$ cat src/rtl/mem_access_unit_pkg.sv
// -----------------------------------------------------------------------------
// mem_access_unit_pkg
//   Shared definitions for the MEM-stage access unit.
//   - state_t         : access FSM encoding (IDLE / WAIT)
//   - ALIGN_BITS      : low address bits that must be zero for a word access
//   - word_align()    : clears the byte-offset bits of an address
// -----------------------------------------------------------------------------
package mem_access_unit_pkg;

   typedef enum logic {
      ST_IDLE = 1'b0,
      ST_WAIT = 1'b1
   } state_t;

   localparam int ALIGN_BITS = 2;

   // Word-align mask applied to the outgoing address; the request only issues
   // for aligned addresses, so this is a safety net for the memory side.
   function automatic logic [31:0] word_align(input logic [31:0] addr);
      return {addr[31:ALIGN_BITS], {ALIGN_BITS{1'b0}}};
   endfunction

endpackage

$ cat src/rtl/mem_timeout_counter.sv
// -----------------------------------------------------------------------------
// mem_timeout_counter
//   Counts WAIT cycles spent without a memory acknowledge.
//   Ports:
//     i_clk, i_rst   clock, synchronous active-high reset
//     i_clear        load zero (takes priority over enable)
//     i_enable       increment by one
//     o_expired      count has reached TIMEOUT_CYCLES-1 (last WAIT cycle)
// -----------------------------------------------------------------------------
module mem_timeout_counter #(
   parameter int TIMEOUT_CYCLES = 16,
   parameter int CNT_W          = 5
) (
   input  logic i_clk,
   input  logic i_rst,
   input  logic i_clear,
   input  logic i_enable,
   output logic o_expired
);

   logic [CNT_W-1:0] r_cnt;

   always_ff @(posedge i_clk) begin
      if (i_rst)         r_cnt <= '0;
      else if (i_clear)  r_cnt <= '0;
      else if (i_enable) r_cnt <= r_cnt + 1'b1;
   end

   assign o_expired = (r_cnt == CNT_W'(TIMEOUT_CYCLES - 1));

endmodule

$ cat src/rtl/mem_access_unit.sv
// -----------------------------------------------------------------------------
// mem_access_unit
//   MEM stage: performs lw/sw against a multi-cycle data memory over a
//   req/ack handshake, stalls the front of the pipe while an access is
//   outstanding, resolves branches and drives the MEM/WB register.
//   Ports:
//     i_clk, i_rst                       clock, synchronous active-high reset
//     i_branch, i_zero, i_mem_read, i_mem_write, i_reg_write, i_mem_to_reg,
//     i_branch_target, i_addr, i_write_data, i_dest_reg   EX/MEM inputs
//     o_mem_req/o_mem_we/o_mem_addr/o_mem_wdata            memory request
//     i_mem_rdata, i_mem_ack                               memory response
//     o_stall          comb., freezes PC..EX/MEM
//     o_pc_src, o_branch_target_out                        comb. branch resolve
//     o_reg_write, o_mem_to_reg, o_read_data, o_alu_result, o_dest_reg  MEM/WB
//     o_align_err, o_bus_err                               one-cycle error pulses
// -----------------------------------------------------------------------------
module mem_access_unit
   import mem_access_unit_pkg::*;
#(
   parameter int DATA_W         = 32,
   parameter int TIMEOUT_CYCLES = 16,
   parameter int CNT_W          = 5
) (
   input  logic              i_clk,
   input  logic              i_rst,
   input  logic              i_branch,
   input  logic              i_zero,
   input  logic              i_mem_read,
   input  logic              i_mem_write,
   input  logic              i_reg_write,
   input  logic              i_mem_to_reg,
   input  logic [DATA_W-1:0] i_branch_target,
   input  logic [DATA_W-1:0] i_addr,
   input  logic [DATA_W-1:0] i_write_data,
   input  logic [4:0]        i_dest_reg,
   output logic              o_mem_req,
   output logic              o_mem_we,
   output logic [DATA_W-1:0] o_mem_addr,
   output logic [DATA_W-1:0] o_mem_wdata,
   input  logic [DATA_W-1:0] i_mem_rdata,
   input  logic              i_mem_ack,
   output logic              o_stall,
   output logic              o_pc_src,
   output logic [DATA_W-1:0] o_branch_target_out,
   output logic              o_reg_write,
   output logic              o_mem_to_reg,
   output logic [DATA_W-1:0] o_read_data,
   output logic [DATA_W-1:0] o_alu_result,
   output logic [4:0]        o_dest_reg,
   output logic              o_align_err,
   output logic              o_bus_err
);

   state_t r_state, w_state_nxt;

   logic w_access, w_misaligned, w_issue;
   logic w_cnt_clr, w_cnt_en, w_expired;

   // Copies of the EX/MEM controls taken when the request issues, so the
   // write-back still sees them even if the stall logic upstream misbehaves.
   logic              r_lat_reg_write, r_lat_mem_to_reg;
   logic [4:0]        r_lat_dest;
   logic [DATA_W-1:0] r_lat_addr;

   assign w_access     = i_mem_read | i_mem_write;
   assign w_misaligned = |i_addr[ALIGN_BITS-1:0];
   assign w_issue      = w_access & ~w_misaligned;

   assign o_pc_src            = i_branch & i_zero;
   assign o_branch_target_out = i_branch_target;

   mem_timeout_counter #(
      .TIMEOUT_CYCLES (TIMEOUT_CYCLES),
      .CNT_W          (CNT_W)
   ) u_timeout (
      .i_clk     (i_clk),
      .i_rst     (i_rst),
      .i_clear   (w_cnt_clr),
      .i_enable  (w_cnt_en),
      .o_expired (w_expired)
   );

   always_comb begin
      w_state_nxt = r_state;
      o_stall     = 1'b0;
      w_cnt_clr   = 1'b0;
      w_cnt_en    = 1'b0;
      case (r_state)
         ST_IDLE: begin
            if (w_issue) begin
               o_stall     = 1'b1;
               w_cnt_clr   = 1'b1;
               w_state_nxt = ST_WAIT;
            end
         end
         ST_WAIT: begin
            // Ack beats a coincident timeout.
            if (i_mem_ack || w_expired) begin
               w_state_nxt = ST_IDLE;
            end else begin
               o_stall  = 1'b1;
               w_cnt_en = 1'b1;
            end
         end
         default: w_state_nxt = ST_IDLE;
      endcase
   end

   always_ff @(posedge i_clk) begin
      if (i_rst) r_state <= ST_IDLE;
      else       r_state <= w_state_nxt;
   end

   always_ff @(posedge i_clk) begin
      if (i_rst) begin
         o_mem_req        <= 1'b0;
         o_mem_we         <= 1'b0;
         o_mem_addr       <= '0;
         o_mem_wdata      <= '0;
         o_reg_write      <= 1'b0;
         o_mem_to_reg     <= 1'b0;
         o_read_data      <= '0;
         o_alu_result     <= '0;
         o_dest_reg       <= '0;
         o_align_err      <= 1'b0;
         o_bus_err        <= 1'b0;
         r_lat_reg_write  <= 1'b0;
         r_lat_mem_to_reg <= 1'b0;
         r_lat_dest       <= '0;
         r_lat_addr       <= '0;
      end else begin
         o_align_err <= 1'b0;
         o_bus_err   <= 1'b0;
         case (r_state)
            ST_IDLE: begin
               if (!w_access) begin
                  o_reg_write  <= i_reg_write;
                  o_mem_to_reg <= i_mem_to_reg;
                  o_alu_result <= i_addr;
                  o_dest_reg   <= i_dest_reg;
               end else if (w_misaligned) begin
                  o_align_err  <= 1'b1;
                  o_reg_write  <= 1'b0;
                  o_mem_to_reg <= 1'b0;
               end else begin
                  o_mem_req        <= 1'b1;
                  o_mem_we         <= i_mem_write;  // write wins over read
                  o_mem_addr       <= DATA_W'(word_align(32'(i_addr)));
                  o_mem_wdata      <= i_write_data;
                  r_lat_reg_write  <= i_reg_write;
                  r_lat_mem_to_reg <= i_mem_to_reg;
                  r_lat_dest       <= i_dest_reg;
                  r_lat_addr       <= i_addr;
                  o_reg_write      <= 1'b0;        // bubble into MEM/WB
               end
            end
            ST_WAIT: begin
               if (i_mem_ack) begin
                  o_mem_req    <= 1'b0;
                  o_mem_we     <= 1'b0;
                  if (!o_mem_we) o_read_data <= i_mem_rdata;
                  o_reg_write  <= r_lat_reg_write;
                  o_mem_to_reg <= r_lat_mem_to_reg;
                  o_dest_reg   <= r_lat_dest;
                  o_alu_result <= r_lat_addr;
               end else if (w_expired) begin
                  o_mem_req   <= 1'b0;
                  o_mem_we    <= 1'b0;
                  o_bus_err   <= 1'b1;
                  o_reg_write <= 1'b0;
               end else begin
                  o_reg_write <= 1'b0;
               end
            end
            default: o_mem_req <= 1'b0;
         endcase
      end
   end

endmodule

$ cat config.mk
export PLATFORM = sky130hd
export DESIGN_NAME = mem_access_unit
export DESIGN_NICKNAME = d
export VERILOG_FILES = /design/src/rtl/mem_access_unit_pkg.sv /design/src/rtl/mem_timeout_counter.sv /design/src/rtl/mem_access_unit.sv
export SDC_FILE = /design/constraint.sdc
export NUM_CORES = 1
export LEC_CHECK = 0
export BUFFER_PORTS_ARGS = -buffer_cell sky130_fd_sc_hd__buf_2
export CORE_AREA = 2 2 123 125
export DETAILED_ROUTE_END_ITERATION = 10
export DIE_AREA = 0 0 125 127
export PLACE_DENSITY_LB_ADDON = 0.25
export SYNTH_ARGS = -nofsm -noshare
export SYNTH_HDL_FRONTEND = slang
export SYNTH_SLANG_ARGS = --single-unit
$ cat constraint.sdc
create_clock -name i_clk -period 2.2 [get_ports i_clk]
set_input_delay 0.22 -clock i_clk [delete_from_list [all_inputs] [get_ports i_clk]]
set_output_delay 0.22 -clock i_clk [all_outputs]
set_load 0.01 [all_outputs]
==> Word level (Yosys, flattened, before mapping) <==
Index checks and enable logic that the tools add are counted.
{ "word_totals": {"register_bits": 182, "inputBits": 142, "elab_cells": 70} }
{ "op_classes": {"add_sub_neg": 1, "eq_ne": 7, "mux": 28, "bitwise_logic": 7, "n_reduce_logical": 10} }
{ "ops": {"columns": ["cell", "n"], "rows": [
  ["32-bit two-way mux", 2],
  ["32-bit one-hot mux with 2 select lines", 1],
  ["1-bit two-way mux", 17],
  ["5-bit two-way mux", 2],
  ["1-bit one-hot mux with 2 select lines", 5],
  ["5-bit one-hot mux with 2 select lines", 1],
  ["3-bit AND reduction", 3],
  ["2-bit inequality test (second input constant)", 4],
  ["3-bit OR reduction", 2],
  ["5-bit by 1-bit adder with 5-bit output (second input constant)", 1],
  ["5-bit by 4-bit equality test with 1-bit output (second input constant)", 1],
  ["1-bit inverter", 4],
  ["2-bit AND reduction", 2],
  ["2-bit OR reduction", 2],
  ["3-bit by 2-bit inequality test with 1-bit output (second input constant)", 1],
  ["3-bit inequality test (second input constant)", 1],
  ["1-bit bitwise AND", 2],
  ["1-bit logical OR", 1],
  ["1-bit bitwise OR", 1]
]} }

==> Logic depth before layout (Yosys ltp) <==
Gate-level depths: netlist of run 1.
{ "depth": {"word_depth": 6, "depth_mapped": 7, "mapped_depth_nobuf": 7} }

==> Hierarchy <==
Synthesis of run 1 repeated with hierarchy kept, for this count alone.
{ "unflattened": {"cells_unflattened": 757, "hier_area_um2": 6680.2} }
{ "modules_own_cells": {"columns": ["module", "n_inst", "cells_per_inst", "area_per_inst_um2", "seq_area_each_um2"], "rows": [
  ["mem_access_unit", 1, 733, 6422.4, 2942.8],
  ["mem_timeout_counter", 1, 24, 257.7, 100.1]
]} }

==> Least setup slack after synthesis of run 1 <==
No wires, ideal clock.
{ "synth_timing": {"path_type": "register -> register", "start": "reg u_timeout.r_cnt[0]", "end": "reg u_timeout.r_cnt[3]", "setup_time_ns": 0.130, "arrival_ns": 1.581, "t_required_ns": 2.070, "path_slack_ns": 0.489, "stages_incl_launch_ff": 8, "n_path_buf": 0, "synth_period_minus_slack_ns": 1.711, "path_cell_list": "dfxtp_1 ha_1 and3_1 ha_1 nor3b_4 nand4_1 xor2_1 nor3_2"} }
{ "synth_via": {"elab_chain_len": 4, "word_cells_on_any_way": 5} }
{ "synth_lines": {"columns": ["element", "line_no", "rtl"], "rows": [
  ["from (decl)", "mem_timeout_counter.sv:21", "logic [CNT_W-1:0] r_cnt;"],
  ["from (signal assigned)", "mem_timeout_counter.sv:26", "else if (i_enable) r_cnt <= r_cnt + 1'b1;"],
  ["5-bit by 4-bit equality test with 1-bit output", "mem_timeout_counter.sv:29", "assign o_expired = (r_cnt == CNT_W'(TIMEOUT_CYCLES - 1));"],
  ["via u_timeout.o_expired", "mem_timeout_counter.sv:18", "output logic o_expired"],
  ["1-bit logical OR", "mem_access_unit.sv:98", "if (i_mem_ack || w_expired) begin"],
  ["1-bit two-way mux", "mem_access_unit.sv:98", null],
  ["1-bit two-way mux", "mem_access_unit.sv:88", "case (r_state)"]
]} }
The timed path passes the listed nets, and every way through them passes these cells.
A chain may end at the register's enable or synchronous reset.

==> Worst setup path in the final report of run 1 <==
{ "layout_timing": {"start": "reg u_timeout.r_cnt[0]", "end": "out o_stall"} }
{ "layout_via": {"elab_chain_len": 4} }
{ "layout_lines": {"columns": ["element", "line_no", "rtl"], "rows": [
  ["5-bit by 4-bit equality test with 1-bit output", "mem_timeout_counter.sv:29", null],
  ["via u_timeout.o_expired", "mem_timeout_counter.sv:18", null],
  ["1-bit logical OR", "mem_access_unit.sv:98", null],
  ["1-bit two-way mux", "mem_access_unit.sv:98", null],
  ["1-bit one-hot mux with 2 select lines", "mem_access_unit.sv:88", null],
  ["to (decl)", "mem_access_unit.sv:42", "output logic o_stall,"]
]} }
The timed path passes the listed nets, and every way through them passes these cells.

==> flow_summary.toml, run 1 <==
[synth]
ys_async_sr_fraction_pct = 0
yosys.area.top_type = "dfxtp_1"
synth_area_mm2 = 0.006185
synth_seq_cells = 152
ys_top_cells_by_count = "nand2_1 (205), dfxtp_1 (152), a21oi_1 (105)"
synthTopCellsByArea = "dfxtp_1 (49%), nand2_1 (12%), a21oi_1 (8.5%)"
synth_flop_cell = "dfxtp_1"
ys_warn_count = 0
yosys.cell_types.count = 33
synth_edf_count = 0
synth_cells = 733
synth.most_common_cell = "nand2_1"
syn_area_per_cell_um2 = 8.437
synth-seq-area-share_pct = 49.20
synthDominantCellAreaShare_pct = 49.20

[global_routing]
grt_antenna_before_repair = 0
grt_max_degree = 55
overflow = 0
grt_util_met3_pct = 5.946
use_met1_pct = 24.23
use_met2_pct = 30.47
grtUsageTotal_pct = 19.28
busiest_layer = "met2"
grt_pass1_wl_mm = 24.84
first_global_vias = 4947

[cells_and_area]
area_growth_pct = 24.78
diodes = 0
drive_above_1_share_pct = 32.89
nets = 1043
fill_cells = 1427

[timing]
hold_viol_final = 0
max_freq_ghz = 0.4915
layout_min_cycle_time_ns = 2.034
worst_pin_slew_ns = 0.7211
worst_slack_ns = 0.1656
rsz0062_at_grt = "false"
slew_headroom_pct = 51.93
setup_tns_ns = 0
skew_ns = 0.005732
maxSlewViolCount = 0
fin_crit_sh_pct = 92.47
setup_viol = 0

[worst_setup_path]
required_ns = 1.98
slowest_stage = "dfxtp_1"
worstSetupPathType = "flip-flop to output pin"
start_kind = "flip-flop"
worstPathArrival_ns = 1.81
slowest_delay_ns = 0.34
crit_start = "u_timeout.r_cnt[0]"
reg2reg_from = "u_timeout.r_cnt[0]"
crit_fanout = 3
cp_cell_sequence = "ha_1 -> and3_1 -> ha_1 -> o21ai_0 -> buf_2"
cpMostUsedCell = "ha_1"
path_buf_inv = 1
end_kind = "output pin"
critPathTopFamily = "adder cells"

[outcome]
status = "finished clean"

[power]
pwr-share-comb_pct = 11.1
p_per_area_mw_per_mm2 = 856.9
leakagePower_uw = 0.003361
p_int_uw = 5009
sw_frac_of_total_pct = 24.25
power.switching_uw = 1604
clkPwrFrac_pct = 44.2
seqPwrFrac_pct = 44.7
peakVddDrop_mv = 0.5506

[routing]
wl_per_cell_um = 13.97
postRouteAntennaNets = 0
via_count = 5339
drtIter0Drc = 318
drcViolationCount = 0
viasPerCell = 4.871
totalWireLength_mm = 15.31
dr.pass1.iters = 4

[worst_hold_path]
hold_start = "i_write_data[15]"
hold_class = "input pin to flip-flop"

[die]
die_area_mm2 = 0.01588
die_w_um = 125
io_pins = 315
initial_utilization_pct = 42.88
rows = 44
die_h_um = 127
coreArea_mm2 = 0.01442

[cts]
holdBufCountCts = 0
clock_path_buffers = 2
clkTransAtPathRegs_ns = 0.06
htree_levels = 4
post_cts_buffers = 0
cts_num_sinks = 152
clk-insertion-delay-late_ns = 0.41
cts_resized = 0
cts_root_buffer = "clkbuf_16"
cts_tree = "built"
numCtsBuffers = 17

[place]
place.gp.congestion = 0.7623
pre_cts_ws_ns = 0.3192
post-dp-hpwl_mm = 10.63
numPortBuffers = 248

[job]
maxCapViolCount = 0
==> worst reg2reg max path, delay by kind of cell (launching register included) <==
family	cells	cell delay, ns
flip-flops	1	0.34
AO/OA/AOI/OAI	1	0.33
AND/OR/NAND/NOR	3	0.62
adder cells (fa/ha/maj)	2	0.46
==> area by class of cell <==
class	instances	area [µm²]	area share [%]
timing repair buffer	262	1424	18.45
clock inverter	12	151.4	1.962
inverter	3	11.26	0.1459
sequential	152	3044	39.45
multi-input combinational	463	2410	31.23
tap	184	230.2	2.983
clock buffer	20	446.7	5.788
==> power groups by stage <==
stage               clock [µW]  combinational, µW  sequential, µW
global placement             0                740            3010
detailed placement           0                744            3020
global route              3140                815            2970
floorplan                    0                454            3060
finish                    2920                733            2960
CTS                       3000                744            2960
==> kinds of logic after synthesis <==
logic type / Yosys count / share of synthesized area [%]
fa+ha+maj: 2 / 0.4045
xor+xnor: 3 / 0.4249
buf+inv: 119 / 12.22
flops: 152 / 49.20
mux: 38 / 6.150
other cells: 1 / 0.06063
simple gates: 267 / 17.44
compound gates: 151 / 14.10
==> worst paths after layout <==
kind / end / slack, ns / cells past startpoint
setup / recovery: o_stall / 0.17 / 5
hold / removal: o_mem_wdata[15] / 0.04 / 3
setup reg to reg: u_timeout.r_cnt[4] / 0.33 / 6
hold reg to reg: o_mem_wdata[28] / 0.45 / 2
==> metal layers <==
metal / up-vias / wire (µm)
li1: 2699 / -
met5: - / 0
met4: 0 / 383
met1: 2422 / 6700
met3: 43 / 1080
met2: 175 / 7142
==> cells in the final DEF, fill, tap and decap left out, types with 2 or more instances in the layout <==
cell / count
a21oi_1: 105
conb_1: 2
xor2_1: 2
nand3_1: 4
inv_1: 3
clkinv_2: 3
ha_1: 2
nand2_1: 205
clkinvlp_4: 5
clkbuf_1: 2
clkbuf_16: 17
a211oi_1: 37
o21ai_0: 5
bufinv_16: 3
dfxtp_1: 151
nor2_1: 41
buf_12: 6
mux2i_1: 38
nor3b_1: 3
nor3_1: 3
buf_2: 247
buf_4: 9
==> stage by stage <==
| stage | hold WS [ns] | total power, µW | util [%] | instances | area (µm²) |
|---|---|---|---|---|---|
| after floorplan | 0.3504 | 3513 | - | 734 | 6188 |
| after global placement | 0.4392 | 3753 | 49.36 | 1064 | 7119 |
| after detailed placement | 0.4401 | 3761 | 49.36 | 1064 | 7119 |
| after CTS | 0.01538 | 6701 | 53.50 | 1096 | 7717 |
| after global routing | 0.01620 | 6926 | 53.50 | 1096 | 7717 |
| final | 0.03508 | 6613 | 53.50 | 1096 | 7717 |
Note: power is estimated with default switching activity, not from simulation.
==> run 2: changes to the inputs <==
Settings changed: REMOVE_ABC_BUFFERS set to 1.
==> run 2 against run 1 <==
  * Global-route usage rose by 0.66 points
  * Sequential power barely moved
  * Sequential share of layout area barely moved
  * Largest power group is now clock
  * Setup slack got worse by 0.026 ns
  * Register-to-register slack improved by 0.03 ns
  * Utilization barely moved
  * Die area did not move
  * Clock-buffer cell count rose by 1
  * Clock skew rose by 0.0021 ns
  * Sequential cell count did not move
  * Power rose by 2.4%
==> flow_summary.toml, run 2 (synthesis gave the netlist of run 1 again) <==
[place]
post-dp-hpwl_mm = 11.26
numPortBuffers = 248
dpl_cell_area_mm2 = 0.007092
place.gp.congestion = 0.7335

[cells_and_area]
nets = 1041
stdcell_area_mm2 = 0.007720
layout_common_cells = "buf_2 (247), nand2_1 (205), dfxtp_1 (151), a21oi_1 (105), nor2_1 (41)"
diodes = 0
fill_cells = 1409
area_growth_pct = 24.82
layout_commonest_cell = "buf_2"
drive_above_1_share_pct = 32.75

[die]
die_h_um = 127
io_pins = 315
die_area_mm2 = 0.01588
initial_utilization_pct = 42.88
coreArea_mm2 = 0.01442
die_w_um = 125
rows = 44

[power]
power.switching_uw = 1620
peakVddDrop_mv = 0.4693
finalPower_uw = 6774
pwr-share-comb_pct = 10.7
seqPwrFrac_pct = 43.7
sw_frac_of_total_pct = 23.92
p_int_uw = 5154
leakagePower_uw = 0.003370
clkPwrFrac_pct = 45.7
p_per_area_mw_per_mm2 = 877.5

[global_routing]
grt_pass1_wl_mm = 25.27
use_met1_pct = 25.17
busiest_layer = "met2"
overflow = 0
grt_max_degree = 62
first_global_vias = 4962
grt_antenna_before_repair = 0
grtUsageTotal_pct = 19.94
grt_util_met3_pct = 9.883
use_met2_pct = 29.00

[cts]
numCtsBuffers = 17
cts_num_sinks = 152
clkTransAtPathRegs_ns = 0.06
clock_path_buffers = 2
holdBufCountCts = 0
htree_levels = 4
clk-insertion-delay-late_ns = 0.42
cts_resized = 0
post_cts_buffers = 0
cts_root_buffer = "clkbuf_16"
cts_tree = "built"

[timing]
max_freq_ghz = 0.4852
fin_crit_sh_pct = 93.68
setup_viol = 0
rsz0062_at_grt = "false"
layout_min_cycle_time_ns = 2.061
worst_pin_slew_ns = 0.6609
maxSlewViolCount = 0
slew_headroom_pct = 55.61
hold_viol_final = 0
skew_ns = 0.007881

[worst_setup_path]
crit_fanout = 18
worstPathArrival_ns = 1.84
worstSetupPathType = "flip-flop to output pin"
start_kind = "flip-flop"
required_ns = 1.98
end_kind = "output pin"

[outcome]
status = "finished clean"

[routing]
postRouteAntennaNets = 0
dr.pass1.iters = 4
drtIter0Drc = 289
totalWireLength_mm = 16.22
via_count = 5344
drcViolationCount = 0
wl_per_cell_um = 14.83
viasPerCell = 4.885

[worst_hold_path]
hold_class = "input pin to flip-flop"

[job]
maxCapViolCount = 0
## run 2: cell count changes in the layout (fill, tap and decap cells not counted), sizes merged
cell,change
buf,-2
bufinv,+1
clkbuf,+1
clkinv,-1
clkinvlp,-3
inv,+2
## run 2: final timing paths
path | start | end | slack, ns | cells after the start
max reg2reg | u_timeout.r_cnt[0] | u_timeout.r_cnt[3] | 0.36 | 7
min | i_write_data[28] | o_mem_wdata[28] | 0.04 | 3
min reg2reg | o_read_data[31] | o_read_data[31] | 0.45 | 2
max | r_state | o_stall | 0.14 | 4
## run 2: worst max-delay path, stage by stage (launching register included)
cell and delay [ns]:
dfxtp_2 0.46, buf_4 0.35, nand2_1 0.15, o21ai_0 0.27, buf_2 0.19
## run 2: routing by layer
metal  routed length [µm]  share of wire (%)  vias to the layer above
met2                 6830                 42                      245
met3                 1822                 11                       26
li1                     -                  -                     2687
met1                 7225                 45                     2386
met5                    0                  0                        -
met4                  344                2.1                        0
## run 2: final cells by class
class                           instances  area [µm²]  area share, %
Clock inverter                         11       167.7          2.172
Timing Repair Buffer                  260        1396          18.09
Tap cell                              184       230.2          2.982
Clock buffer                           21       460.4          5.964
Multi-Input combinational cell        463        2410          31.22
Sequential cell                       152        3044          39.43
Inverter                                3       11.26         0.1459
## run 2: power groups by stage
stage | Clock, µW | Sequential (µW) | Combinational, µW
after floorplan | 0 | 3090 | 276
after global placement | 0 | 3010 | 729
after detailed placement | 0 | 3020 | 731
after CTS | 3170 | 2960 | 733
after global routing | 3290 | 2970 | 805
final | 3090 | 2960 | 724
## run 2: through the flow
step                      instances  utilization (%)  setup TNS, ns  setup WS (ns)  hold slack [ns]
after global routing           1094            53.52              0        0.04124          0.03074
after floorplan                 618                -        -200.94         -1.889           0.2891
after CTS                      1094            53.52              0        0.09671          0.01439
after global placement         1062            49.17              0         0.3786           0.4388
after detailed placement       1062            49.17              0         0.3638           0.4401
final                          1094            53.52              0         0.1391          0.03508
